--- src/rtl/page_nav_ctrl_if.sv ---
// Interface bundling the page controller's key, sync and status signals.
// The controller connects through the slave modport; whatever drives the
// keys and v_sync, and watches the page outputs, uses the master modport.
interface page_nav_ctrl_if;
    logic [15:0] btns;          // matrix-key levels, 1 = pressed, asynchronous
    logic [4:0]  keys;          // PS2 levels {space,down,right,left,up}, asynchronous
    logic        v_sync;        // vertical sync from the VGA timing block
    logic [1:0]  page_status;   // selected page, select for the page pixel mux
    logic [3:0]  input_en;      // one-hot input grant to the ctrl_transfer gates
    logic        switch_pulse;  // one-cycle pulse when page_status changes
    logic        busy;          // request pending or post-switch hold active

    modport master (
        output btns,
        output keys,
        output v_sync,
        input  page_status,
        input  input_en,
        input  switch_pulse,
        input  busy
    );

    modport slave (
        input  btns,
        input  keys,
        input  v_sync,
        output page_status,
        output input_en,
        output switch_pulse,
        output busy
    );
endinterface

--- src/rtl/page_nav_ctrl.sv ---
// page_nav_ctrl: turns debounced next/previous key presses into page changes
// for the VGA page multiplexer. A change is applied only on a frame tick
// (synchronized v_sync entering its active level), so frames never tear.
// After a switch all input grants stay low for HOLD_FRAMES frame ticks and
// until every debounced nav level is released.
//
// Optional feature macro: PAGE_NAV_PS2_EN
//   defined   - PS2 right arrow (keys[2]) is merged into "next" and PS2 left
//               arrow (keys[1]) into "prev" ahead of synchronization/debounce.
//   undefined - keys is ignored.
module page_nav_ctrl #(
    parameter int NUM_PAGES       = 3,
    parameter int INIT_PAGE       = 0,
    parameter int NEXT_BTN        = 0,
    parameter int PREV_BTN        = 1,
    parameter int DEBOUNCE_CYCLES = 65535,
    parameter int HOLD_FRAMES     = 2,
    parameter bit VSYNC_ACTIVE    = 1'b0
) (
    input  logic            vga_clk,
    input  logic            vga_rst,
    page_nav_ctrl_if.slave  bus
);

    localparam logic [1:0]  LAST_PAGE = 2'(NUM_PAGES - 1);
    localparam logic [1:0]  INIT_P    = 2'(INIT_PAGE);
    localparam logic [15:0] DEB_LAST  = 16'(DEBOUNCE_CYCLES - 1);
    localparam logic [7:0]  HOLD_INIT = 8'(HOLD_FRAMES);

    typedef enum logic [1:0] {
        IDLE    = 2'd0,
        PENDING = 2'd1,
        HOLD    = 2'd2
    } state_t;

    function automatic logic [3:0] onehot(input logic [1:0] p);
        return 4'b0001 << p;
    endfunction

    function automatic logic [1:0] page_next(input logic [1:0] p);
        return (p == LAST_PAGE) ? 2'd0 : p + 2'd1;
    endfunction

    function automatic logic [1:0] page_prev(input logic [1:0] p);
        return (p == 2'd0) ? LAST_PAGE : p - 2'd1;
    endfunction

    // Nav sources, bit 0 = next, bit 1 = prev.
    logic [1:0] nav_raw;

`ifdef PAGE_NAV_PS2_EN
    assign nav_raw = {bus.btns[PREV_BTN] | bus.keys[1],
                      bus.btns[NEXT_BTN] | bus.keys[2]};
    logic unused_keys;
    assign unused_keys = ^{bus.keys[4:3], bus.keys[0]};
`else
    assign nav_raw = {bus.btns[PREV_BTN], bus.btns[NEXT_BTN]};
    logic unused_keys;
    assign unused_keys = ^bus.keys;
`endif

    // Only the two nav buttons are consumed; the other matrix keys belong to
    // the pages themselves.
    logic unused_btns;
    assign unused_btns = ^bus.btns;

    logic [1:0]  nav_s1_q, nav_s2_q;
    logic [1:0]  deb_q, deb_d;
    logic [15:0] cnt_q [2];
    logic [15:0] cnt_d [2];
    logic [1:0]  press;
    logic        vs_s1_q, vs_s2_q, vs_prev_q;
    logic        frame_tick;

    state_t      state_q, state_d;
    logic        dir_next_q, dir_next_d;
    logic [1:0]  page_q, page_d;
    logic [3:0]  en_q, en_d;
    logic        pulse_q, pulse_d;
    logic        busy_q, busy_d;
    logic [7:0]  hold_q, hold_d;

    assign frame_tick = (vs_s2_q == VSYNC_ACTIVE) && (vs_prev_q != VSYNC_ACTIVE);

    // Debounce: a level change is accepted after DEBOUNCE_CYCLES consecutive
    // differing cycles; the rising acceptance is the press event.
    always_comb begin
        for (int i = 0; i < 2; i++) begin
            deb_d[i] = deb_q[i];
            cnt_d[i] = '0;
            press[i] = 1'b0;
            if (nav_s2_q[i] != deb_q[i]) begin
                if (cnt_q[i] == DEB_LAST) begin
                    deb_d[i] = ~deb_q[i];
                    press[i] = ~deb_q[i];
                end else begin
                    cnt_d[i] = cnt_q[i] + 16'd1;
                end
            end
        end
    end

    // Synchronizers, frame-edge history and debounce state.
    always_ff @(posedge vga_clk) begin
        if (vga_rst) begin
            nav_s1_q  <= '0;
            nav_s2_q  <= '0;
            deb_q     <= '0;
            cnt_q[0]  <= '0;
            cnt_q[1]  <= '0;
            vs_s1_q   <= 1'b0;
            vs_s2_q   <= 1'b0;
            vs_prev_q <= 1'b0;
        end else begin
            nav_s1_q  <= nav_raw;
            nav_s2_q  <= nav_s1_q;
            deb_q     <= deb_d;
            cnt_q[0]  <= cnt_d[0];
            cnt_q[1]  <= cnt_d[1];
            vs_s1_q   <= bus.v_sync;
            vs_s2_q   <= vs_s1_q;
            vs_prev_q <= vs_s2_q;
        end
    end

    // Page FSM next-state and registered-output logic.
    always_comb begin
        state_d    = state_q;
        dir_next_d = dir_next_q;
        page_d     = page_q;
        en_d       = en_q;
        pulse_d    = 1'b0;
        busy_d     = busy_q;
        hold_d     = hold_q;
        case (state_q)
            IDLE: begin
                // Simultaneous next+prev is ambiguous and dropped. A tick in
                // the same cycle is not consumed: the switch waits a frame.
                if (press[0] ^ press[1]) begin
                    dir_next_d = press[0];
                    state_d    = PENDING;
                    busy_d     = 1'b1;
                end
            end
            PENDING: begin
                if (frame_tick) begin
                    page_d  = dir_next_q ? page_next(page_q) : page_prev(page_q);
                    pulse_d = 1'b1;
                    en_d    = 4'b0000;
                    hold_d  = HOLD_INIT;
                    state_d = HOLD;
                end
            end
            HOLD: begin
                en_d = 4'b0000;
                if (hold_q != 8'd0) begin
                    if (frame_tick) begin
                        hold_d = hold_q - 8'd1;
                    end
                end else if (deb_q == 2'b00) begin
                    en_d    = onehot(page_q);
                    busy_d  = 1'b0;
                    state_d = IDLE;
                end
            end
            default: begin
                state_d = IDLE;
                en_d    = onehot(page_q);
                busy_d  = 1'b0;
            end
        endcase
    end

    // Page FSM state and output registers.
    always_ff @(posedge vga_clk) begin
        if (vga_rst) begin
            state_q    <= IDLE;
            dir_next_q <= 1'b0;
            page_q     <= INIT_P;
            en_q       <= onehot(INIT_P);
            pulse_q    <= 1'b0;
            busy_q     <= 1'b0;
            hold_q     <= '0;
        end else begin
            state_q    <= state_d;
            dir_next_q <= dir_next_d;
            page_q     <= page_d;
            en_q       <= en_d;
            pulse_q    <= pulse_d;
            busy_q     <= busy_d;
            hold_q     <= hold_d;
        end
    end

    assign bus.page_status  = page_q;
    assign bus.input_en     = en_q;
    assign bus.switch_pulse = pulse_q;
    assign bus.busy         = busy_q;

endmodule

--- src/flat_wrapper.sv ---
// flat-port wrapper written by rule: the top's interface ports become plain ports
module page_nav_ctrl_flat 
#(
    parameter int NUM_PAGES       = 3,
    parameter int INIT_PAGE       = 0,
    parameter int NEXT_BTN        = 0,
    parameter int PREV_BTN        = 1,
    parameter int DEBOUNCE_CYCLES = 65535,
    parameter int HOLD_FRAMES     = 2,
    parameter bit VSYNC_ACTIVE    = 1'b0
)
  (vga_clk, vga_rst, bus_btns, bus_keys, bus_v_sync, bus_page_status, bus_input_en, bus_switch_pulse, bus_busy);
  page_nav_ctrl_if bus_i ();
  input  logic vga_clk;
  input  logic vga_rst;
  input wire logic [$bits(bus_i.btns)-1:0] bus_btns;
  input wire logic [$bits(bus_i.keys)-1:0] bus_keys;
  input wire logic [$bits(bus_i.v_sync)-1:0] bus_v_sync;
  output wire logic [$bits(bus_i.page_status)-1:0] bus_page_status;
  output wire logic [$bits(bus_i.input_en)-1:0] bus_input_en;
  output wire logic [$bits(bus_i.switch_pulse)-1:0] bus_switch_pulse;
  output wire logic [$bits(bus_i.busy)-1:0] bus_busy;
  assign bus_i.btns = bus_btns;
  assign bus_i.keys = bus_keys;
  assign bus_i.v_sync = bus_v_sync;
  assign bus_page_status = bus_i.page_status;
  assign bus_input_en = bus_i.input_en;
  assign bus_switch_pulse = bus_i.switch_pulse;
  assign bus_busy = bus_i.busy;
  page_nav_ctrl #(.NUM_PAGES(NUM_PAGES), .INIT_PAGE(INIT_PAGE), .NEXT_BTN(NEXT_BTN), .PREV_BTN(PREV_BTN), .DEBOUNCE_CYCLES(DEBOUNCE_CYCLES), .HOLD_FRAMES(HOLD_FRAMES), .VSYNC_ACTIVE(VSYNC_ACTIVE)) u_core (.vga_clk(vga_clk), .vga_rst(vga_rst), .bus(bus_i));
endmodule
--- config.mk ---
export PLATFORM = sky130hd
export DESIGN_NAME = page_nav_ctrl_flat
export DESIGN_NICKNAME = d
export VERILOG_FILES = /design/src/rtl/page_nav_ctrl_if.sv /design/src/rtl/page_nav_ctrl.sv /design/src/flat_wrapper.sv
export SDC_FILE = /design/constraint.sdc
export NUM_CORES = 1
export LEC_CHECK = 0
export CAP_MARGIN = 20
export CORE_UTILIZATION = 59
export DETAILED_ROUTE_END_ITERATION = 7
export PLACE_DENSITY = 0.84
export SLEW_MARGIN = 25
export SYNTH_ARGS = -nofsm -noshare
export SYNTH_HDL_FRONTEND = slang
export SYNTH_SLANG_ARGS = --single-unit
--- constraint.sdc ---
create_clock -name vga_clk -period 4.53 [get_ports vga_clk]
set_input_delay 0.453 -clock vga_clk [delete_from_list [all_inputs] [get_ports vga_clk]]
set_output_delay 0.453 -clock vga_clk [all_outputs]
set_load 0.05 [all_outputs]
# Word level (Yosys, flattened, before mapping)
# Memories as Yosys holds them, arrays and structs flattened.
# Cells that the tools add are included.
dict set report word_totals {
  regBits 28
  ram_bits 32
  input_bits 24
  output_inout_bits 8
  wordCells 91
  mem_count 1
}
dict set report op_classes {
  add_sub_neg 5
  n_eq_ne 13
  shifts 1
  n_mux 34
  n_bitwise 8
  n_reduce_logical 15
}
# name words width read_ports rd_clocked_by_memory_dff write_ports line
set memory_table {}
lappend memory_table {u_core.cnt_q 2 16 2 0 2 page_nav_ctrl.sv:69} ;# logic [15:0] cnt_q [2];
# op n
set op_table {}
lappend op_table {{16-bit two-way mux} 6}
lappend op_table {{16-bit by 1-bit adder with 16-bit output, second input constant} 2}
lappend op_table {{16-bit == test, second input constant} 2}
lappend op_table {{8-bit two-way mux} 3}
lappend op_table {{8-bit case mux with 2 select lines} 1}
lappend op_table {{2-bit two-way mux} 7}
lappend op_table {{4-bit two-way mux} 3}
lappend op_table {{4-bit case mux with 3 select lines} 1}
lappend op_table {{4-bit AND reduction} 3}
lappend op_table {{1-bit two-way mux} 11}
lappend op_table {{2-bit by 1-bit inequality test with 1-bit output, second input constant} 5}
lappend op_table {{2-bit AND reduction} 5}
lappend op_table {{8-bit nonzero test} 1}
lappend op_table {{8-bit by 1-bit subtractor with 8-bit output, second input constant} 1}
lappend op_table {{2-bit zero test} 3}
lappend op_table {{2-bit case mux with 3 select lines} 1}
lappend op_table {{1-bit inverter} 5}
lappend op_table {{2-bit == test, second input constant} 2}
lappend op_table {{1-bit by 2-bit << shifter with 4-bit output, first input constant} 1}
lappend op_table {{1-bit case mux with 3 select lines} 1}
lappend op_table {{2-bit by 1-bit adder with 2-bit output, second input constant} 1}
lappend op_table {{2-bit by 1-bit == test with 1-bit output, second input constant} 1}
lappend op_table {{1-bit inequality test} 2}
lappend op_table {{2-bit inequality test, second input constant} 1}
lappend op_table {{6 further kinds} 7}

# Depth between registers and ports, before layout
# Gate-level depths: netlist (run 1).
dict set report depth {
  word_depth 6
  mapped_depth 8
  ltp_nobuf 7
}

# Least setup slack after synthesis (run 1)
# OpenSTA, ideal clock, no wires.
dict set report synth_path {
  path_kind {reg-to-reg}
  startpoint {mem u_core.cnt_q[1][9] (netlist: u_core.cnt_q[0][25])}
  endpoint {reg u_core.state_q[1]}
  setup_ps 72
  arrival_ps 1810
  required_time_ps 4458
  setup_slack_ps 2648
  path_stages_with_launch 6
  n_path_buf 0
  synth_period_minus_slack_ps 1882
  path_cell_list {dfxtp_1 nand4_1 or4_4 o311a_4 o31ai_2 mux2i_1}
}
# item line
set synth_lines {}
lappend synth_lines {{start: declaration} page_nav_ctrl.sv:69}
lappend synth_lines {{end signal: assignment} page_nav_ctrl.sv:185} ;# state_q <= state_d;
lappend synth_lines {{end: declaration} page_nav_ctrl.sv:75} ;# state_t state_q, state_d;

# Final worst setup path (run 1)
dict set report layout_path {
  startpoint {reg u_core.hold_q[0]}
  endpoint {reg u_core.state_q[0]}
}
dict set report layout_between {
  elab_chain_cells 3
}
# item line
set layout_rtl {}
lappend layout_rtl {{start: declaration} page_nav_ctrl.sv:81} ;# logic [7:0] hold_q, hold_d;
lappend layout_rtl {{start signal: assignment} page_nav_ctrl.sv:191} ;# hold_q <= hold_d;
lappend layout_rtl {{8-bit nonzero test} page_nav_ctrl.sv:156} ;# if (hold_q != 8'd0) begin
lappend layout_rtl {{2-bit inequality test (no source line)} n/a}
lappend layout_rtl {{4-bit AND reduction (no source line)} n/a}
# No other way between the ends.
# A chain may end at the register's enable or synchronous reset.

==> metrics.yaml, run 1 <==
status: "completed"
pin_count: 32
hold_class: "reg -> reg"
syn_avg_cell_area_um2: 8.99
vias: 2044
met2_usage_pct: 36.3
grt_use_met1_pct: 27.2
drc: 0
ys_seq_elements: 60
power_frac_comb_pct: 1.6
yosysWarnings: 0
synth_cell_types: 41
rsz0062_at_grt: "false"
p_switching_uw: 213
fin_crit_sh_pct: 48.6
synth_largest_area_cell: "dfxtp_1"
synth.area.top_cells: "dfxtp_1, nor2_1, ha_1"
clock_path_buffers: 2
worstPathRequired_ns: 4.77
ctsHtreeMaxLevel: 3
cp-startpoint: "u_core.hold_q[0]"
wirelength_um: 4860
synthesis.nets: 340
path_clk_slew_ns: 0.07
fin_skew_ns: 0.00625
cp-start-kind: "register"
crit_family: "compound AO/OA/AOI/OAI gates"
clock-root-buffer: "clkbuf_8"
start_util_pct: 62.0
cts_buffers: 9
syn2layout_area_growth_pct: 13.3
dp_hpwl_um: 3320
finish.net_count: 357
p_clk_share_pct: 46.9
final_cell_area_mm2: 0.00308
async_flop_share_pct: 0
antenna_found_initial: 0
antenna_cells: 0
hold_buffers: 0
rows: 24
gp_congestion: 0.745
cp.arrival_ns: 2.45
drive_gt1_share_pct: 7.10
place_area_mm2: 0.00287
reg2reg_to: "u_core.state_q[0]"
die_area_mm2: 0.00488
cts_tree: "done"
fin_crit_ns: 2.20
r2r_setup_slack_ns: 2.33
drv_slew: 0
synth_edf_count: 0
use_met3_pct: 10.1
cts_setup_buffers: 0
r2r_start: "u_core.hold_q[0]"
synth_top_area_share_pct: 44.2
end_kind: "register"
reg2reg_depth: 7
wl_per_cell_um: 12.9
syn_area_mm2: 0.00272
path_max_fanout: 4
clock_sinks: 60
grt_max_degree: 17
ys_seq_area_share_pct: 44.2
tns_ns: 0
slowest_stage: "a21boi_0"
drtIter0Drc: 93
track_usage_pct: 22.9
p_int_uw: 820
ir_drop_mv: 0.227
gr-total-overflow: 0
power_mw: 1.03
report.final.hold_viol_count: 0
drt-pass1-iter-count: 4
design.core.area_mm2: 0.00438
crit_cells: 7
criticalPathCategory: "reg -> reg"
worstSetupEndpoint: "u_core.state_q[0]"
critical_path.cell_chain: "inv_1, ha_1, nor3b_1, nand3_1, a21boi_0, o21ai_0, a221oi_1"
clock_insertion_delay_worst_skew_ns: 0.34
io_buffers: 12
max_stage_delay_ns: 0.49
avgViaCountPerCell: 5.44
synth_common_cells: "dfxtp_1, nor2_1, nand2_1"
grt-busiest-layer: "met2"
synth_ff_type: "dfxtp_1"
grt_pass1_wl_um: 8750
grt_pass1_vias: 2000
ant_nets: 0
seq_power_share_pct: 51.5
relSlewSlack_pct: 52.2
tightestPinTransition_ns: 0.712
switching_share_pct: 20.6
synth_cells: 302
die_w_um: 69.9
synth_most_common_cell: "dfxtp_1"
drv_cap: 0
critPathBufInv: 1
die_h_um: 69.9
fmax_mhz: 454
power_density_mw_per_mm2: 336
post_cts_resized: 0
leakagePower_nw: 1.04
setup_viol: 0
[layout by cell type (no fill, tap or decap), types with 2 or more instances in the layout]
| master | instances |
|---|---|
| dfxtp_1 | 60 |
| nor2_1 | 50 |
| nand2_1 | 20 |
| xnor2_1 | 19 |
| inv_1 | 15 |
| nand3_1 | 14 |
| xor2_1 | 14 |
| ha_1 | 14 |
| clkdlybuf4s50_1 | 12 |
| clkbuf_8 | 11 |
| a21oi_1 | 10 |
| nand4_1 | 9 |
| nor2b_1 | 8 |
| nor3_1 | 8 |
| o21ai_0 | 5 |
| or3_1 | 5 |
| a211oi_1 | 5 |
| nor4_1 | 4 |
| nand2b_1 | 4 |
| nor3b_1 | 3 |
| mux2i_1 | 3 |
| a22o_1 | 3 |
| and2_1 | 2 |
| nor4_2 | 2 |
| and3_1 | 2 |
| a221oi_1 | 2 |
| clkinv_2 | 2 |
[metrics by stage]
stage / util [%] / instances / setup WS (ns) / hold WS [ns]
final: 70.2 / 376 / 2.33 / 0.435
after global routing: 70.2 / 376 / 2.15 / 0.462
after CTS: 70.2 / 376 / 2.36 / 0.438
after global placement: 65.6 / 360 / 2.50 / 0.417
after detailed placement: 65.6 / 360 / 2.46 / 0.423
after floorplan: - / 302 / 2.65 / 0.414
[layer usage]
metal  vias up  routed length [µm]
met5         -                   0
met4         0                  74
met3         7                 204
met2        33                2280
met1       942                2300
li1       1062                   -
[worst min-delay path by stage]
stage,from,to,slack (ns),depth (start not counted)
final,u_core.nav_s1_q[0],u_core.nav_s2_q[0],0.44,1
after global routing,u_core.vs_s1_q,u_core.vs_s2_q,0.46,1
after CTS,u_core.nav_s1_q[0],u_core.nav_s2_q[0],0.44,1
after detailed placement,u_core.nav_s1_q[0],u_core.nav_s2_q[0],0.42,1
after global placement,u_core.vs_s1_q,u_core.vs_s2_q,0.42,1
after floorplan,u_core.nav_s1_q[0],u_core.nav_s2_q[0],0.41,1
[registers in the layout, indices dropped and copies added (netlist names)]
register                 cells
u_core.vs_prev_q             1
u_core.bus.busy              1
u_core.bus.input_en          4
u_core.dir_next_q            1
u_core.hold_q                8
u_core.deb_q                 2
u_core.state_q               2
u_core.nav_s2_q              2
u_core.bus.page_status       2
u_core.cnt_q                32
u_core.nav_s1_q              2
u_core.bus.switch_pulse      1
u_core.vs_s2_q               1
u_core.vs_s1_q               1
[power by group through the flow]
stage                     Sequential (mW)  Clock, mW  Combinational, mW
after floorplan                     0.544          0             0.0111
after global placement              0.544          0             0.0163
after detailed placement            0.544          0             0.0164
final                               0.532      0.484             0.0165
after CTS                           0.532      0.494             0.0166
after global routing                0.532      0.523             0.0182
[final cells by class]
class	count	area, µm²
multi-input cells	220	1420
fillers	342	1310
flip-flops and latches	60	1200
clock buffers	12	155
repair buffers	13	128
well taps	52	65.1
inverters	15	56.3
clock inverters	4	47.5
[cell families (layout without fill, tap and decap cells)]
logic type / after synthesis / count (layout) / synth area share (%)
fa+ha+maj: 14 / 14 / 6.45
simple gates: 137 / 137 / 25.3
flops: 60 / 60 / 44.2
buf+inv: 22 / 44 / 3.36
mux: 3 / 3 / 1.11
xor+xnor: 33 / 33 / 10.6
compound gates: 33 / 33 / 8.94
(Power assumes the default switching activity.)
==> run 2: changes to the inputs <==
--- a/config.mk
+++ b/config.mk
@@ -6,9 +6,9 @@
 export NUM_CORES = 1
 export LEC_CHECK = 0
 export CAP_MARGIN = 20
-export CORE_UTILIZATION = 59
+export CORE_UTILIZATION = 50
 export DETAILED_ROUTE_END_ITERATION = 7
-export PLACE_DENSITY = 0.84
+export PLACE_DENSITY = 0.75
 export SLEW_MARGIN = 25
 export SYNTH_ARGS = -nofsm -noshare
 export SYNTH_HDL_FRONTEND = slang
==> constraint.sdc (replaced) <==
create_clock -name vga_clk -period 1.9 [get_ports vga_clk]
set_input_delay 0.19 -clock vga_clk [delete_from_list [all_inputs] [get_ports vga_clk]]
set_output_delay 0.19 -clock vga_clk [all_outputs]
set_load 0.05 [all_outputs]
==> run 2 against run 1 <==
Compared with the run above: the run now ends with negative setup slack left; first-iteration DRC count rose by 39%; setup slack lost 2.4 ns; maximum frequency up 14%; critical path depth shrank 2; core utilization is 4.9 points lower; via count increased by 6.9%; die area rose by 17%; clock skew grew 0.0046 ns; highest routed layer unchanged.
==> metrics.yaml, run 2 (same netlist as run 1, synthesis figures left out) <==
drtIter0Drc: 129  # +39%
finish.net_count: 383  # +7.3%
p_int_mw: 2.15  # +160%
pin_count: 32  # unchanged
grt_pass1_vias: 1967  # -1.7%
design.core.area_mm2: 0.00517  # +18%
hold_start: "bus_v_sync"
grt_pass1_wl_um: 8280  # -5.4%
rsz0062_at_grt: "true"
path_max_fanout: 3  # -1
grt_max_degree: 21  # +4
power_frac_comb_pct: 1.7  # about the same
antenna_found_initial: 0  # unchanged
track_usage_pct: 19.5  # -3.4 points
vias: 2185  # +6.9%
setup_slack_ns: -0.0308  # -2.36 ns
avgViaCountPerCell: 5.20  # -4.3%
final_common_cell: "dfxtp_1"
wirelength_um: 5140  # +5.8%
critical_path.cell_chain: "nand4_1, or4_4, o311a_4, o31ai_4, mux2i_1"
gp_congestion: 0.799  # +7.2%
fin_crit_sh_pct: 102  # +53 points
drt-pass1-iter-count: 4  # unchanged
largest_reg_flops: 32  # unchanged
ctsHtreeMaxLevel: 3  # unchanged
clock-root-buffer: "clkbuf_8"
cp-start-kind: "register"
clock_sinks: 60  # unchanged
ir_drop_mv: 0.517  # +130%
status: "finished with violations"
relSlewSlack_pct: 64.7  # +13 points
cts_buffers: 9  # unchanged
switching_share_pct: 19.4  # -1.3 points
place_area_mm2: 0.00308  # +7.3%
cts_tree: "done"
cp-startpoint: "u_core.cnt_q[0][25]"
end_kind: "register"
max_stage_delay_ns: 0.60  # +0.11 ns
fillers: 413  # +21%
syn2layout_area_growth_pct: 24.4
die_w_um: 75.7  # +8.4%
final_cells: 420  # +12%
dp_hpwl_um: 3520  # +6.2%
report.final.hold_viol_count: 0  # unchanged
antenna_cells: 0  # unchanged
clock_insertion_delay_worst_skew_ns: 0.34  # about the same
p_clk_share_pct: 50.8  # +3.9 points
start_util_pct: 52.5  # -9.4 points
setup_viol: 1  # +1
wl_per_cell_um: 12.2  # -5.2%
critPathBufInv: 0  # -1
fin_skew_ns: 0.0109  # +0.00461 ns
fin_hold_ws_ns: 0.404  # -0.0311 ns
hold_class: "in -> reg"
drive_gt1_share_pct: 16.3  # +9.2 points
regMostFlops: "u_core.cnt_q"
slowest_stage: "or4_4"
path_clk_slew_ns: 0.07  # about the same
r2r_start: "u_core.cnt_q[0][25]"
criticalPathCategory: "reg -> reg"
drv_slew: 0  # unchanged
rows: 26  # +8.3%
cp.arrival_ns: 2.20  # -0.25 ns
p_switching_uw: 517  # +140%
die_area_mm2: 0.00573  # +17%
mostFrequentLayoutCells: "dfxtp_1, nor2_1, buf_4"
dp_cells: 403  # +12%
final_cell_area_mm2: 0.00338  # +9.8%
gr-total-overflow: 0  # unchanged
ant_nets: 0  # unchanged
power_mw: 2.67  # +160%
violations: "negative setup slack"
clock_path_buffers: 2  # unchanged
seq_power_share_pct: 47.5  # -4.0 points
io_buffers: 12  # unchanged
tightestPinTransition_ns: 0.527  # -0.185 ns
worstPathRequired_ns: 2.17  # -2.60 ns
drv_cap: 0  # unchanged
fmax_mhz: 518  # +14%
fin_crit_ns: 1.93  # -0.272 ns
leakagePower_nw: 1.20  # +15%
post-route-util_pct: 65.3  # -4.9 points
power_density_mw_per_mm2: 790  # +140%
drc: 0  # unchanged
crit_family: "simple AND/OR/NAND/NOR gates"
die_h_um: 75.7  # +8.4%
run 2: what timing repair did:
action,4_1_cts,5_1_grt
buffers inserted,1,0
pin swaps,1,0
setup endpoints to repair,3,23
endpoints found under the hold margin,0,0
hold buffers,0,0
gates resized for setup,2,11
run 2: layout make-up:
cell class                 instances  area (µm²)  share of cell area [%]
clock inverter                     5         100                    2.96
tap                               70        87.6                    2.59
clock buffer                      11         131                    3.89
inverter                          15        56.3                    1.67
sequential                        60        1200                    35.7
timing repair buffer              39         323                    9.56
multi-input combinational        220        1480                    43.7
run 2: path summary, 6_finish.rpt:
check                       endpoint  slack (ns)  depth (start not counted)
hold reg to reg   u_core.nav_s2_q[1]        0.45                          1
hold / removal        u_core.vs_s1_q        0.40                          2
setup / recovery   u_core.state_q[1]       -0.03                          5
setup reg to reg   u_core.state_q[1]       -0.03                          5
run 2: routing by layer:
metal  track usage (%)  wire length (µm)  up-vias
met1              23.2              2350     1016
met5                 0                 0        -
met2              32.1              2490       43
li1                  -                 -     1112
met3              6.22               221       14
met4              9.26                80        0
run 2: power by group through the flow:
stage	Clock (mW)	Sequential, mW	Combinational (mW)
3_5_place_dp	0	1.30	0.0425
3_3_place_gp	0	1.30	0.0422
4_1_cts	1.38	1.27	0.0431
2_1_floorplan	0	1.30	0.0264
6_report	1.36	1.27	0.0448
5_1_grt	1.42	1.27	0.0498
run 2: stage by stage:
step	setup slack, ns	setup TNS (ns)
6_report	-0.0308	-0.0308
5_1_grt	-0.0856	-0.116
4_1_cts	-0.0272	-0.0272
3_5_place_dp	-0.0645	-0.0744
3_3_place_gp	-0.0374	-0.0374
2_1_floorplan	0.0182	0
